===== src/rtl/fft4_peak_picker.sv =====
// Peak picker behind the FFT4: latches one frame on Start, scans bins 0..2 (or 1..2)
// one per clock, and reports the strongest bin by L1 magnitude with a Done pulse.
module fft4_peak_picker #(
    parameter int PRE     = 16,
    parameter bit SKIP_DC = 1'b0
) (
    input  logic                        Clk,
    input  logic                        Reset,
    input  logic                        Start,
    input  logic signed [2*PRE:0]       Y0_Re,
    input  logic signed [2*PRE:0]       Y1_Re,
    input  logic signed [2*PRE:0]       Y2_Re,
    input  logic signed [2*PRE:0]       Y3_Re,
    input  logic signed [2*PRE:0]       Y0_Im,
    input  logic signed [2*PRE:0]       Y1_Im,
    input  logic signed [2*PRE:0]       Y2_Im,
    input  logic signed [2*PRE:0]       Y3_Im,
    input  logic        [2*PRE+1:0]     Threshold,
    output logic                        Busy,
    output logic                        Done,
    output logic        [1:0]           Peak_Bin,
    output logic        [2*PRE+1:0]     Peak_Mag,
    output logic                        Peak_Valid
);

    localparam int W  = 2*PRE+1;
    localparam int MW = 2*PRE+2;
    localparam logic [1:0] FIRST_IDX = SKIP_DC ? 2'd1 : 2'd0;

    typedef enum logic [1:0] {IDLE, SCAN, DONE} state_t;

    state_t                state_q, state_d;
    logic signed [W-1:0]   re_q [3];
    logic signed [W-1:0]   im_q [3];
    logic        [1:0]     idx_q;
    logic        [MW-1:0]  best_q;
    logic        [1:0]     best_idx_q;
    logic        [1:0]     peak_bin_q;
    logic        [MW-1:0]  peak_mag_q;
    logic                  peak_valid_q;

    logic                  accept;
    logic signed [W-1:0]   sel_re, sel_im;
    logic        [MW-1:0]  mag_cur, best_d;
    logic        [1:0]     best_idx_d;
    logic                  take;

    // Bin 3 mirrors bin 1 for real input, so it is never looked at.
    logic unused_y3;
    assign unused_y3 = ^{Y3_Re, Y3_Im};

    // Sign-extend before negating so the most-negative input does not wrap.
    function automatic logic [MW-1:0] abs_ext(input logic signed [W-1:0] x);
        logic signed [MW-1:0] e;
        e = {x[W-1], x};
        return e[MW-1] ? MW'(-e) : MW'(e);
    endfunction

    assign accept = Start && ((state_q == IDLE) || (state_q == DONE));

    always_comb begin
        sel_re = re_q[0];
        sel_im = im_q[0];
        case (idx_q)
            2'd1: begin sel_re = re_q[1]; sel_im = im_q[1]; end
            2'd2: begin sel_re = re_q[2]; sel_im = im_q[2]; end
            default: ;
        endcase
    end

    assign mag_cur    = abs_ext(sel_re) + abs_ext(sel_im);
    assign take       = (idx_q == FIRST_IDX) || (mag_cur > best_q);
    assign best_d     = take ? mag_cur : best_q;
    assign best_idx_d = take ? idx_q : best_idx_q;

    always_ff @(posedge Clk or negedge Reset) begin
        if (!Reset) begin
            state_q <= IDLE;
        end else begin
            state_q <= state_d;
        end
    end

    always_comb begin
        state_d = state_q;
        case (state_q)
            IDLE:    if (Start) state_d = SCAN;
            SCAN:    if (idx_q == 2'd2) state_d = DONE;
            DONE:    state_d = Start ? SCAN : IDLE;
            default: state_d = IDLE;
        endcase
    end

    always_comb begin
        Busy = (state_q == SCAN);
        Done = (state_q == DONE);
    end

    always_ff @(posedge Clk or negedge Reset) begin
        if (!Reset) begin
            for (int i = 0; i < 3; i++) begin
                re_q[i] <= '0;
                im_q[i] <= '0;
            end
            idx_q        <= '0;
            best_q       <= '0;
            best_idx_q   <= '0;
            peak_bin_q   <= '0;
            peak_mag_q   <= '0;
            peak_valid_q <= 1'b0;
        end else if (accept) begin
            re_q[0]    <= Y0_Re;
            re_q[1]    <= Y1_Re;
            re_q[2]    <= Y2_Re;
            im_q[0]    <= Y0_Im;
            im_q[1]    <= Y1_Im;
            im_q[2]    <= Y2_Im;
            idx_q      <= FIRST_IDX;
            best_q     <= '0;
            best_idx_q <= '0;
        end else if (state_q == SCAN) begin
            idx_q      <= idx_q + 2'd1;
            best_q     <= best_d;
            best_idx_q <= best_idx_d;
            if (idx_q == 2'd2) begin
                peak_bin_q   <= best_idx_d;
                peak_mag_q   <= best_d;
                peak_valid_q <= (best_d >= Threshold);
            end
        end
    end

    assign Peak_Bin   = peak_bin_q;
    assign Peak_Mag   = peak_mag_q;
    assign Peak_Valid = peak_valid_q;

endmodule


===== config.mk =====
export PLATFORM = sky130hd
export DESIGN_NAME = fft4_peak_picker
export DESIGN_NICKNAME = d
export VERILOG_FILES = /design/src/rtl/fft4_peak_picker.sv
export SDC_FILE = /design/constraint.sdc
export NUM_CORES = 1
export LEC_CHECK = 0
export BUFFER_PORTS_ARGS = -buffer_cell sky130_fd_sc_hd__buf_4
export CORE_MARGIN = 2
export CORE_UTILIZATION = 50
export DETAILED_ROUTE_END_ITERATION = 10
export PLACE_DENSITY_LB_ADDON = 0.08
export SETUP_SLACK_MARGIN = 0.02
export SYNTH_ARGS = -nofsm -noshare
export SYNTH_HDL_FRONTEND = slang
export SYNTH_SLANG_ARGS = --single-unit

===== constraint.sdc =====
create_clock -name Clk -period 9.54 [get_ports Clk]
set_input_delay 0.477 -clock Clk [delete_from_list [all_inputs] [get_ports Clk]]
set_output_delay 0.477 -clock Clk [all_outputs]
set_load 0.03 [all_outputs]

# --- After elaboration in Yosys (flattened, before gate mapping) ---
# Index checks and enable logic that the tools add are counted.
op_classes:
  n_eq_ne: 6
  magnitude_cmp: 2
  muxes: 16
  bitwise_logic: 1
  add_sub_neg: 4
  reduce_logical: 8
ops:
  columns: ["cell", "count"]
  rows:
  - ["$mux 34", 5]
  - ["$pmux 33 s2", 2]
  - ["$neg 33->34", 2]
  - ["$add 34x34->34", 1]
  - ["$ge 34x34->1", 1]
  - ["$gt 34x34->1", 1]
  - ["$mux 2", 7]
  - ["$pmux 2 s3", 1]
  - ["$eq 2x1->1 const B", 2]
  - ["$eq 2x2->1 const B", 2]
  - ["$logic_not 2->1", 2]
  - ["$reduce_and 3->1", 1]
  - ["$add 2x1->2 const B", 1]
  - ["$logic_or 1x1->1", 2]
  - ["$ne 2x1->1 const B", 1]
  - ["$ne 2x2->1 const B", 1]
  - ["$reduce_and 2->1", 1]
  - ["$reduce_bool 2->1", 1]
  - ["$logic_and 1x1->1", 1]
  - ["$mux 1", 1]
  - ["$not 1->1", 1]
totals:
  regBits: 275
  input_bits: 301
  elab_cells: 50
  out_inout_bits: 39

# --- Longest topological paths before layout ---
# Gate-level depths: netlist of the first run.
depth:
  ltp_word: 10
  ltp_mapped: 42
  ltp_nobuf: 37

# --- Least setup slack after synthesis of the first run ---
# No wires, ideal clock.
synth_path:
  path_type: "reg2reg"
  start: "register idx_q[0]"
  end: "register peak_valid_q (netlist: Peak_Valid)"
  synth_period_minus_slack_ns: 7.960
  setup_ns: 0.130
  setup_slack_ns: 1.580
  path_stages_with_launch: 39
  arrival_time_ns: 7.831
  required_ns: 9.410
  path_buffers: 4
  cell_sequence: "dfrtp_1 inv_1 ha_1 buf_4 buf_6 buf_4 mux2i_1 ha_1 nand3_1 nor2_1 nand3_1 o41a_1 xnor2_1 ha_1 a21oi_1 o21ai_0 a31oi_1 o211ai_1 (+3 left out) inv_1 ha_1 nand3_1 a21boi_1 a2111oi_4 o211ai_1 o21ai_4 buf_2 mux2_2 ha_1 a21o_1 a21o_1 a221oi_1 o21ai_0 a221o_1 a31o_2 nand4_1 a31oi_1"
synth_via:
  elab_chain_len: 9
  elab_cells_between_ends: 15
  cone_classes: "add/sub: 3; order compare: 2; eq/ne: 2; mux: 5; reduce/logical: 3"
synth_lines:
  columns: ["item", "line_no", "text"]
  rows:
  - ["from (decl)", "35", "logic [1:0] idx_q;"]
  - ["from (signal assigned)", "122", "idx_q <= idx_q + 2'd1;"]
  - ["$eq 2x2->1 / $eq 2x1->1 (equally long branches)", "64", "case (idx_q)"]
  - ["$pmux 33 s2", "64", null]
  - ["$neg 33->34", "56", "return e[MW-1] ? MW'(-e) : MW'(e);"]
  - ["$mux 34", "56", null]
  - ["$add 34x34->34", "71", "assign mag_cur = abs_ext(sel_re) + abs_ext(sel_im);"]
  - ["$gt 34x34->1", "72", "assign take = (idx_q == FIRST_IDX) || (mag_cur > best_q);"]
  - ["$logic_or 1x1->1", "72", null]
  - ["$mux 34 *", "73", "assign best_d = take ? mag_cur : best_q;"]
  - ["via best_d[3]", "44", "logic [MW-1:0] mag_cur, best_d;"]
  - ["$ge 34x34->1 *", "128", "peak_valid_q <= (best_d >= Threshold);"]
  - ["to (signal assigned)", "128", null]
  - ["to (decl)", "40", "logic peak_valid_q;"]
# The timed path passes the listed nets; every way through them passes the cells marked *.
# A chain may end at the register's enable or synchronous reset.

# --- Worst setup path after layout of the first run ---
layout_path:
  start: "register idx_q[1]"
  end: "register peak_valid_q (netlist: Peak_Valid)"
# The elaborated chain is that of the path after synthesis.

==> metrics.md, run 1 <==
| Metric | Value |
|---|---|
| Remaining Overflow, GRT | `0` |
| IO Port Bufs | `273` |
| Area used by multi-input combinational logic | `9390 µm²` |
| Largest net degree at the start of global routing | `105` |
| Floorplan row count | `67` |
| H-tree levels | `1` |
| Number of flops mapped to enable cells by yosys | `0` |
| Routed wire length per instance | `17.3 µm` |
| Sequential Area | `6880 µm²` |
| Tcrit/Tclk final | `94.4%` |
| CP Depth | `36` |
| Max Cap Viol | `0` |
| Crit Path Max Fanout | `38` |
| Critical path's top delay family | `compound AO/OA/AOI/OAI gates` |
| Die W | `189 µm` |
| Synth-to-layout area growth | `21.7%` |
| Slowest CP cell | `fa_1` |
| CTS Buf Count | `30` |
| Die area | `35600 µm²` |
| Vias | `15233` |
| RSZ-0062 raised after global routing | `false` |
| Placed cells | `2748` |
| GRT Total Usage | `27.1%` |
| Syn_nets | `2493` |
| Mapped Avg Cell Area | `8.19 µm²` |
| Post-synth ARST share | `100%` |
| Cell area after synthesis | `17100 µm²` |
| Slew Limit Fails | `0` |
| Initial DRT Pass Iterations | `7` |
| CORE AREA | `33600 µm²` |
| Tmin final | `9010 ps` |
| Starting Density | `50.8%` |
| Non-filler instance count after layout | `2811` |
| CP Capture Point | `Peak_Valid` |
| Total negative slack | `0 ps` |
| Relative slew slack | `32.0%` |
| Buf+Inv Stages, Crit Path | `6` |
| First DRT Iteration DRCs | `1027` |
| Worst Setup Start Kind | `flop` |
| TritonCTS clock tree | `yes` |
| Register area share after synthesis | `40.3%` |
| CTS Buffer Depth | `3` |
| Hold Path Class | `in2reg` |
| Status | `finished, final reports clean` |
| DR vias/cell | `5.42` |
| Yosys Warn Count | `0` |
| Length in cells of the worst reg-to-reg path | `36` |
| Post-cts resize count | `0` |
| CP endpoint kind | `flop` |
| Highest metal used | `met4` |
| Drt drc | `0` |
| R2R setup slack | `530 ps` |
| Worst r2r dst | `Peak_Valid` |
| Filler Cell Count | `3063` |
| Final Hold Fails | `0` |
| Die H | `189 µm` |
| Dpl hpwl | `36400 µm` |
| Metal2 WL | `22500 µm` |
| Wire length on met1 | `22000 µm` |
| N_diodes | `0` |
| Netlist cell types | `76` |
| CP Launch Point | `idx_q[1]` |
| Worst r2r src | `idx_q[1]` |
| Final WL | `48600 µm` |
| Final ANT Viol Nets | `0` |
| Clock Latency Late Sink | `560 ps` |
| Clk_skew | `12.6 ps` |
| # IOs | `340` |
| Max incr delay on CP | `570 ps` |
| Met3 WL | `2780 µm` |
| Synthesized instance count | `2085` |
| Layout cells sized above 1 | `18.8%` |
| Fmax | `111 MHz` |
| Count of final setup violators | `0` |
| GP Congestion | `0.911` |
| Vias in the first global route | `15002` |
| Synthesis-stage register bit count | `275` |
| First-pass GRT wire length | `77700 µm` |
| Clk slew on worst S/H paths | `60 ps` |
| Req. time, crit path | `9980 ps` |
| Root Buffer | `clkbuf_16` |
| Critical path class | `reg2reg` |
| CTS Sinks | `275` |
| Crit path DAT | `9450 ps` |
| Initial antenna violation count | `0` |
| Synth Flop Type | `dfrtp_1` |
| Final net count | `2752` |
| Slew at the pin closest to its max-slew limit | `1020 ps` |
==> stage by stage <==
stage	setup WS, ps	instance area, µm²	hold slack (ps)	utilization (%)
after floorplan	1580	17100	181	-
after global placement	445	19700	453	58.6
after detailed placement	373	19700	457	58.6
after CTS	347	20700	83.2	61.5
after global routing	19.8	20800	86.7	61.8
final	531	20800	100	61.8
==> metal layers <==
metal / up-vias / GRT usage (%)
met5: - / 0
met4: 0 / 7.87
met3: 81 / 3.45
met2: 461 / 45.0
met1: 7170 / 37.1
li1: 7521 / -
==> worst min-delay path: cells and delay by family <==
kind,cells,cell delay [ps]
buf+inv,1,70
simple gates,2,80
==> what timing repair did <==
action                                 CTS  global route
hold buffers                             1             0
setup endpoints to repair                0             1
endpoints found under the hold margin   72             0
setup buffers                            0            11
==> synthesized netlist by cell type (all sizes together) (3+ instances only) <==
cell type,instances,share of area (%)
a211o,3,0.15
a211oi,4,0.18
a21boi,3,0.13
a21o,34,1.5
a21oi,84,2.5
a221oi,6,0.34
a22o,30,1.5
a22oi,37,1.6
a31o,3,0.15
a31oi,14,0.51
and2,5,0.18
and3,27,1.0
and4,5,0.26
buf,28,0.97
clkbuf,82,1.8
dfrtp,275,40
ha,106,7.8
inv,99,2.2
mux2,36,2.4
mux2i,42,2.5
nand2,764,17
nand2b,6,0.22
nand3,29,0.85
nand4,23,0.88
nor2,58,1.3
nor2b,8,0.29
nor3,15,0.44
nor4,4,0.18
o211ai,8,0.38
o21a,4,0.18
o21ai,92,2.8
o21bai,3,0.13
o31ai,30,1.4
or2,4,0.15
or3,3,0.11
xnor2,54,2.8
xor2,31,1.6
==> sequential cells by signal, summed over array words and instances (netlist names) <==
register	flops
im_q	99
re_q	99
Peak_Mag	34
best_q	34
Peak_Bin	2
best_idx_q	2
idx_q	2
state_q	2
Peak_Valid	1
==> worst min-delay path by stage <==
stage	slack, ps	end	cells past startpoint	startpoint
floorplan	180	Peak_Bin[0]	0	Reset
global placement	450	re_q[88]	2	re_q[88]
detailed placement	460	re_q[89]	2	re_q[89]
CTS	80	im_q[43]	3	Y1_Im[10]
global route	90	im_q[3]	3	Y2_Im[3]
finish	100	im_q[72]	3	Y0_Im[6]
==> area by class of cell <==
cell class                      count  share of cell area, %
Multi-Input combinational cell   1601                   45.2
Sequential cell                   275                   33.1
Timing Repair Buffer              337                   12.5
Clock buffer                       44                   4.21
Tap cell                          448                   2.70
Inverter                           99                   1.80
Clock inverter                      7                  0.452
==> cell usage in the layout (no fill, tap or decap), drive strengths merged, types with 6 or more instances in the layout <==
master  count
nor2b       8
a21oi      84
a31oi      14
nand2b      6
inv       100
nand2     764
mux2       36
o21ai      92
ha        106
a22oi      37
mux2i      42
a22o       30
nand3      29
a221oi      6
xor2       31
and3       27
dfrtp     275
o211ai      8
o31ai      30
nor3       15
nand4      23
buf       335
nor2       58
clkbuf     45
xnor2      54
a21o       34
==> cells by family (layout without fill, tap and decap cells) <==
logic type	Yosys count	count (layout)	synth area share [%]
buffers and inverters	209	487	4.96
muxes	78	78	4.92
and+or+nand+nor	956	956	22.9
DFF	275	275	40.3
AOI/OAI and AO/OA	375	375	14.6
xor gates and xnor gates	85	85	4.36
adders and majority gates	107	107	7.88
Power of run 1 is not shown: default switching activity piles up to over one toggle a cycle in this logic, so the estimate is an artifact.
==> run 2: changes to the inputs <==
- CELL_PAD_IN_SITES_DETAIL_PLACEMENT: unset -> 0
- CELL_PAD_IN_SITES_GLOBAL_PLACEMENT: unset -> 2
- CORE_UTILIZATION: 50 -> 33
==> run 2 against run 1 <==
Maximum frequency up 0.98%. Highest routed layer unchanged. Die area grew 50%. Clock skew up 12 ps. Via count is 0.61% lower. Final cell count up 10%. Largest cell class unchanged. Critical path depth did not move. Non-clock buffer count up 45. Setup slack improved by 88 ps. Final area is 4.8% higher. Core utilization down 19 points. First-iteration DRC count is 13% lower. Sequential share of layout area shrank 1.5 points.
==> metrics.md, run 2 (synthesis gave the netlist of run 1 again) <==
| Metric | Value |
|---|---|
| Crit Path Max Fanout | `23 (-39%)` |
| R2R setup slack | `620 ps (+90 ps)` |
| N_diodes | `0 (unchanged)` |
| Die H | `231 µm (+23%)` |
| Worst r2r src | `idx_q[1]` |
| Worst Hold Path EP | `re_q[53]` |
| First DRT Iteration DRCs | `894 (-13%)` |
| Tmin final | `8920 ps (-87.7 ps)` |
| Hold slack | `118 ps (+17.7 ps)` |
| Hold-critical path depth | `3 (unchanged)` |
| Layout cells sized above 1 | `21.2% (+2.4 points)` |
| # IOs | `340 (unchanged)` |
| Relative slew slack | `30.6% (-1.3 points)` |
| Final ANT Viol Nets | `0 (unchanged)` |
| Clock Latency Late Sink | `550 ps (about the same)` |
| Length in cells of the worst reg-to-reg path | `36 (unchanged)` |
| DR vias/cell | `4.88 (-9.9%)` |
| Largest net degree at the start of global routing | `186 (+77%)` |
| Die area | `53600 µm² (+50%)` |
| First-pass GRT wire length | `86600 µm (+11%)` |
| Clk slew on worst S/H paths | `60 ps (about the same)` |
| Fmax | `112 MHz (+0.98%)` |
| Initial antenna violation count | `0 (unchanged)` |
| TritonCTS clock tree | `yes` |
| Routed wire length per instance | `17.7 µm (+2.5%)` |
| Tcrit/Tclk final | `93.5% (-0.92 points)` |
| Die W | `231 µm (+23%)` |
| Hold path startpoint | `Y1_Re[20]` |
| Starting Density | `33.4% (-17 points)` |
| Synth-to-layout area growth | `27.5%` |
| Worst r2r dst | `Peak_Valid` |
| DP Area | `20400 µm² (+3.6%)` |
| CTS Sinks | `275 (unchanged)` |
| Worst Setup Start Kind | `flop` |
| Critical path class | `reg2reg` |
| Root Buffer | `clkbuf_16` |
| Commonest non-fill, non-tap cells in the layout | `764 x nand2_1, 373 x buf_4, 275 x dfrtp_1` |
| Most used cell, CP | `and3_1` |
| Max Cap Viol | `0 (unchanged)` |
| Dpl hpwl | `41700 µm (+15%)` |
| Vias | `15140 (-0.61%)` |
| CTS Buffer Depth | `3 (unchanged)` |
| Total negative slack | `0 ps (unchanged)` |
| CTS Buf Count | `35 (+17%)` |
| Req. time, crit path | `9950 ps (-30 ps)` |
| Count of final setup violators | `0 (unchanged)` |
| Floorplan row count | `83 (+24%)` |
| GRT Total Usage | `20.7% (-6.4 points)` |
| GP Congestion | `0.853 (-6.3%)` |
| H-tree levels | `2 (+1)` |
| CORE AREA | `51200 µm² (+52%)` |
| Clk_skew | `24.5 ps (+11.9 ps)` |
| Crit path DAT | `9330 ps (-120 ps)` |
| Hold Path Class | `in2reg` |
| CP endpoint kind | `flop` |
| Slew Limit Fails | `0 (unchanged)` |
| Final net count | `2802 (+1.8%)` |
| Final Hold Fails | `0 (unchanged)` |
| Final Cell Area | `21800 µm² (+4.8%)` |
| Initial DRT Pass Iterations | `6 (-1)` |
| Drt drc | `0 (unchanged)` |
| Most common cell after layout, fill and taps aside | `nand2_1` |
| Status | `finished, final reports clean` |
| Max incr delay on CP | `690 ps (+120 ps)` |
| RSZ-0062 raised after global routing | `false` |
| Final WL | `55000 µm (+13%)` |
| Slowest CP cell | `o21ai_0` |
| Remaining Overflow, GRT | `0 (unchanged)` |
| Slew at the pin closest to its max-slew limit | `1040 ps (+20.0 ps)` |
| Biggest regs | `im_q x99, re_q x99` |
| Vias in the first global route | `15434 (+2.9%)` |
| IO Port Bufs | `273 (unchanged)` |
## run 2: through the flow
step                std cells  util, %  setup slack (ps)
finish                   3100     42.5               619
CTS                      3094     42.3               315
detailed placement       3030     39.9               363
global placement         3030     39.9               489
floorplan                2085        -              1580
global route             3100     42.5              6.08
## run 2: final cells by class
cell class / instances / area [µm²]
tap: 680 / 851
clock buffer: 51 / 1050
fill: 5243 / 29400
multi-input combinational: 1601 / 9450
clock inverter: 12 / 210
timing repair buffer: 382 / 2970
sequential: 275 / 6880
inverter: 99 / 374
## run 2: worst max-delay path by stage
stage | from | to | cells after the start
floorplan | idx_q[0] | Peak_Valid | 38
global placement | idx_q[0] | Peak_Valid | 35
CTS | idx_q[0] | Peak_Valid | 37
global route | idx_q[1] | Peak_Valid | 37
finish | idx_q[1] | Peak_Valid | 36
detailed placement | idx_q[0] | Peak_Valid | 39
## run 2: timing repair
item	CTS	global route
setup buffers	0	6
setup endpoints to repair	0	1
resized for setup	0	14
hold buffers	1	0
endpoints found under the hold margin	1	0
## run 2: critical path: cells and delay by family, from the launching register on
family          cells  cell delay, ps
compound gates     15            3850
mux                 1             350
flops               1             410
fa+ha+maj           4            1180
buf+inv             6             950
simple gates        8            1610
xor+xnor            2             430
## run 2: per-layer routing
metal	GRT usage, %	wire length [µm]	part of all wire, %	vias to the layer above
met1	28.9	26300	48	7162
met4	6.51	1500	2.7	0
met2	33.3	25200	46	284
met3	2.39	1970	3.6	64
met5	0	0	0	-
li1	-	-	-	7630
Power of run 2 is left out for the same reason.
==> run 3: changes to the inputs <==
- ABC_AREA: unset -> 1
==> run 3 against run 2 <==
Final cell count up 12%. Global-route usage down 0.23 points. Sequential cell count unchanged. Clock-buffer cell count up 3. Via count up 6.7%. Routed wire length up 6.7%. Highest routed layer unchanged. Critical path type unchanged. First-iteration DRC count down 3.9%. Area after synthesis up 8.8%. Non-clock buffer count down 37. Clock skew up 6.8 ps.
==> metrics.md, run 3 <==
| Metric | Value |
|---|---|
| Worst Setup Start Kind | `flop` |
| Count leader, synth | `nand2_1` |
| Crit Path Max Fanout | `26 (+13%)` |
| Max Cap Viol | `0 (unchanged)` |
| Filler Cell Count | `5853 (+12%)` |
| Mapped Avg Cell Area | `7.77 µm² (-5.1%)` |
| Number of flops mapped to enable cells by yosys | `0 (unchanged)` |
| Hold path startpoint | `Y0_Re[10]` |
| Starting Density | `33.5% (+0.19 points)` |
| Count of final setup violators | `0 (unchanged)` |
| GP Congestion | `0.886 (+3.8%)` |
| Req. time, crit path | `10050 ps (+100 ps)` |
| Worst r2r src | `idx_q[1]` |
| Tcrit/Tclk final | `81.8% (-12 points)` |
| Gr busiest metal | `met2` |
| Most common cell after layout, fill and taps aside | `nand2_1` |
| Post-cts resize count | `0 (unchanged)` |
| Commonest non-fill, non-tap cells in the layout | `728 x nand2_1, 339 x buf_4, 291 x inv_1` |
| Biggest regs | `im_q x99, re_q x99` |
| Drt drc | `0 (unchanged)` |
| Post-synthesis compound-gate area fraction | `6.21% (-8.4 points)` |
| Largest net degree at the start of global routing | `179 (-3.8%)` |
| Netlist cell types | `48 (-37%)` |
| Slowest CP cell | `ha_2` |
| Worst r2r dst | `Peak_Valid` |
| Most used cell, CP | `nand2_1` |
| Register area share after synthesis | `37.0% (-3.3 points)` |
| First-pass GRT wire length | `91600 µm (+5.8%)` |
| CP Capture Point | `Peak_Valid` |
| Routed wire length per instance | `17.0 µm (-4.4%)` |
| Hold Path Class | `in2reg` |
| Max incr delay on CP | `730 ps (+40 ps)` |
| Synth Flop Type | `dfrtp_1` |
| Root Buffer | `clkbuf_16` |
| Initial antenna violation count | `0 (unchanged)` |
| CTS Sinks | `275 (unchanged)` |
| Tmin final | `7810 ps (-1120 ps)` |
| CORE AREA | `55400 µm² (+8.2%)` |
| CP Launch Point | `idx_q[1]` |
| Synthesized instance count | `2392 (+15%)` |
| Syn_nets | `2800 (+12%)` |
| GR Layer Usage met1 | `27.9% (-0.99 points)` |
| Die area | `58200 µm² (+8.7%)` |
| Initial DRT Pass Iterations | `7 (+1)` |
| Synth-to-layout area growth | `22.6%` |
| Length in cells of the worst reg-to-reg path | `46 (+28%)` |
| Vias | `16156 (+6.7%)` |
| Status | `finished, final reports clean` |
| H-tree levels | `2 (unchanged)` |
| CTS Buffer Depth | `3 (unchanged)` |
| Synthesis-stage register bit count | `275 (unchanged)` |
| Remaining Overflow, GRT | `0 (unchanged)` |
| Final Hold Fails | `0 (unchanged)` |
| Layout cells sized above 1 | `23.2% (+2.0 points)` |
| DR vias/cell | `4.67 (-4.4%)` |
| Synth Area in Simple Gates | `26.7% (+3.8 points)` |
| Vias in the first global route | `16323 (+5.8%)` |
| RSZ-0062 raised after global routing | `false` |
| Final ANT Viol Nets | `0 (unchanged)` |
| Die H | `241 µm (+4.3%)` |
| Clk slew on worst S/H paths | `60 ps (about the same)` |
| R2R setup slack | `1730 ps (+1120 ps)` |
| GRT Total Usage | `20.4% (-0.23 points)` |
| Synth Area in XOR/XNOR | `2.83% (-1.5 points)` |
| N_diodes | `0 (unchanged)` |
| Routing usage on met2 | `32.6% (-0.68 points)` |
| Crit path DAT | `8310 ps (-1020 ps)` |
| Post-synth ARST share | `100% (unchanged)` |
| Final WL | `58700 µm (+6.7%)` |
| Cell area after synthesis | `18600 µm² (+8.8%)` |
| Slew at the pin closest to its max-slew limit | `1150 ps (+113 ps)` |
| Met3 Usage GRT | `4.25% (+1.9 points)` |
| TritonCTS clock tree | `yes` |
| Post-Synth Adder-Cell Area | `7.24% (-0.64 points)` |
| Ranking of synthesized cells by area | `dfrtp_1 37%, nand2_1 15%, mux2_2 11%, ha_1 7.1%, inv_1 5.9%` |
| Relative slew slack | `23.1% (-7.5 points)` |
| Floorplan row count | `86 (+3.6%)` |
| Final net count | `3100 (+11%)` |
| Top-area cell type share of the netlist area | `37.0% (-3.3 points)` |
| Total negative slack | `0 ps (unchanged)` |
| Clk_skew | `31.3 ps (+6.78 ps)` |
| Yosys top cell by area | `dfrtp_1` |
| Die W | `241 µm (+4.3%)` |
| Commonest cells post-synth | `729 x nand2_1, 291 x inv_1, 275 x dfrtp_1` |
| Fmax | `128 MHz (+14%)` |
| Clock Latency Late Sink | `570 ps (+20 ps)` |
| CTS Buf Count | `35 (unchanged)` |
| CP endpoint kind | `flop` |
| Yosys Warn Count | `0 (unchanged)` |
| Dpl hpwl | `45300 µm (+8.7%)` |
| First DRT Iteration DRCs | `859 (-3.9%)` |
| Main combinational cell family by area after synthesis | `simple AND/OR/NAND/NOR gates` |
| IO Port Bufs | `273 (unchanged)` |
| Slew Limit Fails | `0 (unchanged)` |
| # IOs | `340 (unchanged)` |
| Critical path class | `reg2reg` |
| Mux cell area share after synthesis | `11.3% (+6.3 points)` |
run 3: critical path, delay by kind of cell, from the launching register on:
kind            cells  cell delay (ps)
simple gates       24             2700
buf+inv            11             1640
fa+ha+maj           4             1650
compound gates      6             1020
flops               1              380
xor+xnor            1              350
run 3: what timing repair did:
| action | CTS | global route |
|---|---|---|
| buffers inserted | 0 | 0 |
| hold buffers | 1 | 0 |
| hold endpoints to repair | 20 | 0 |
run 3: cells by family (layout without fill, tap and decap cells):
group                    after synthesis  in the layout
AO/OA/AOI/OAI                        204            204
adder cells (fa/ha/maj)              107            107
AND/OR/NAND/NOR                     1177           1177
multiplexers                         186            186
flip-flops                           275            275
XOR/XNOR                              60             60
buffers and inverters                383            703
run 3: layout make-up:
cell class                      count  area, µm²  area share [%]
Multi-Input combinational cell   1734      10100            44.4
Timing Repair Buffer              345       2650            11.6
Tap cell                          748        936            4.11
Clock inverter                      3       30.0           0.132
Inverter                          301       1130            4.97
Sequential cell                   275       6880            30.2
Clock buffer                       54       1050            4.60
run 3: worst min-delay path by stage:
| stage | end | slack, ps | depth (start not counted) |
|---|---|---|---|
| floorplan | Peak_Bin[0] | 180 | 0 |
| detailed placement | best_q[1] | 460 | 2 |
| global route | im_q[70] | 120 | 2 |
| finish | re_q[76] | 140 | 2 |
| global placement | best_q[20] | 460 | 2 |
| CTS | im_q[72] | 110 | 2 |
run 3: routing by layer:
layer | vias up | wire length, µm
met3 | 81 | 2820
met4 | 0 | 1550
met5 | - | 0
li1 | 8279 | -
met1 | 7519 | 28000
met2 | 277 | 26300
run 3: stage by stage:
step / setup WS (ps) / cell area [µm²] / util, % / std cells / hold WS, ps
after global placement: 1600 / 21700 / 39.2 / 3402 / 462
final: 1730 / 22800 / 41.1 / 3460 / 140
after CTS: 1590 / 22800 / 41.1 / 3460 / 109
after detailed placement: 1620 / 21700 / 39.2 / 3402 / 465
after global routing: 743 / 22800 / 41.1 / 3460 / 124
after floorplan: 3570 / 18600 / - / 2392 / 181
Power of run 3 is left out for the same reason.
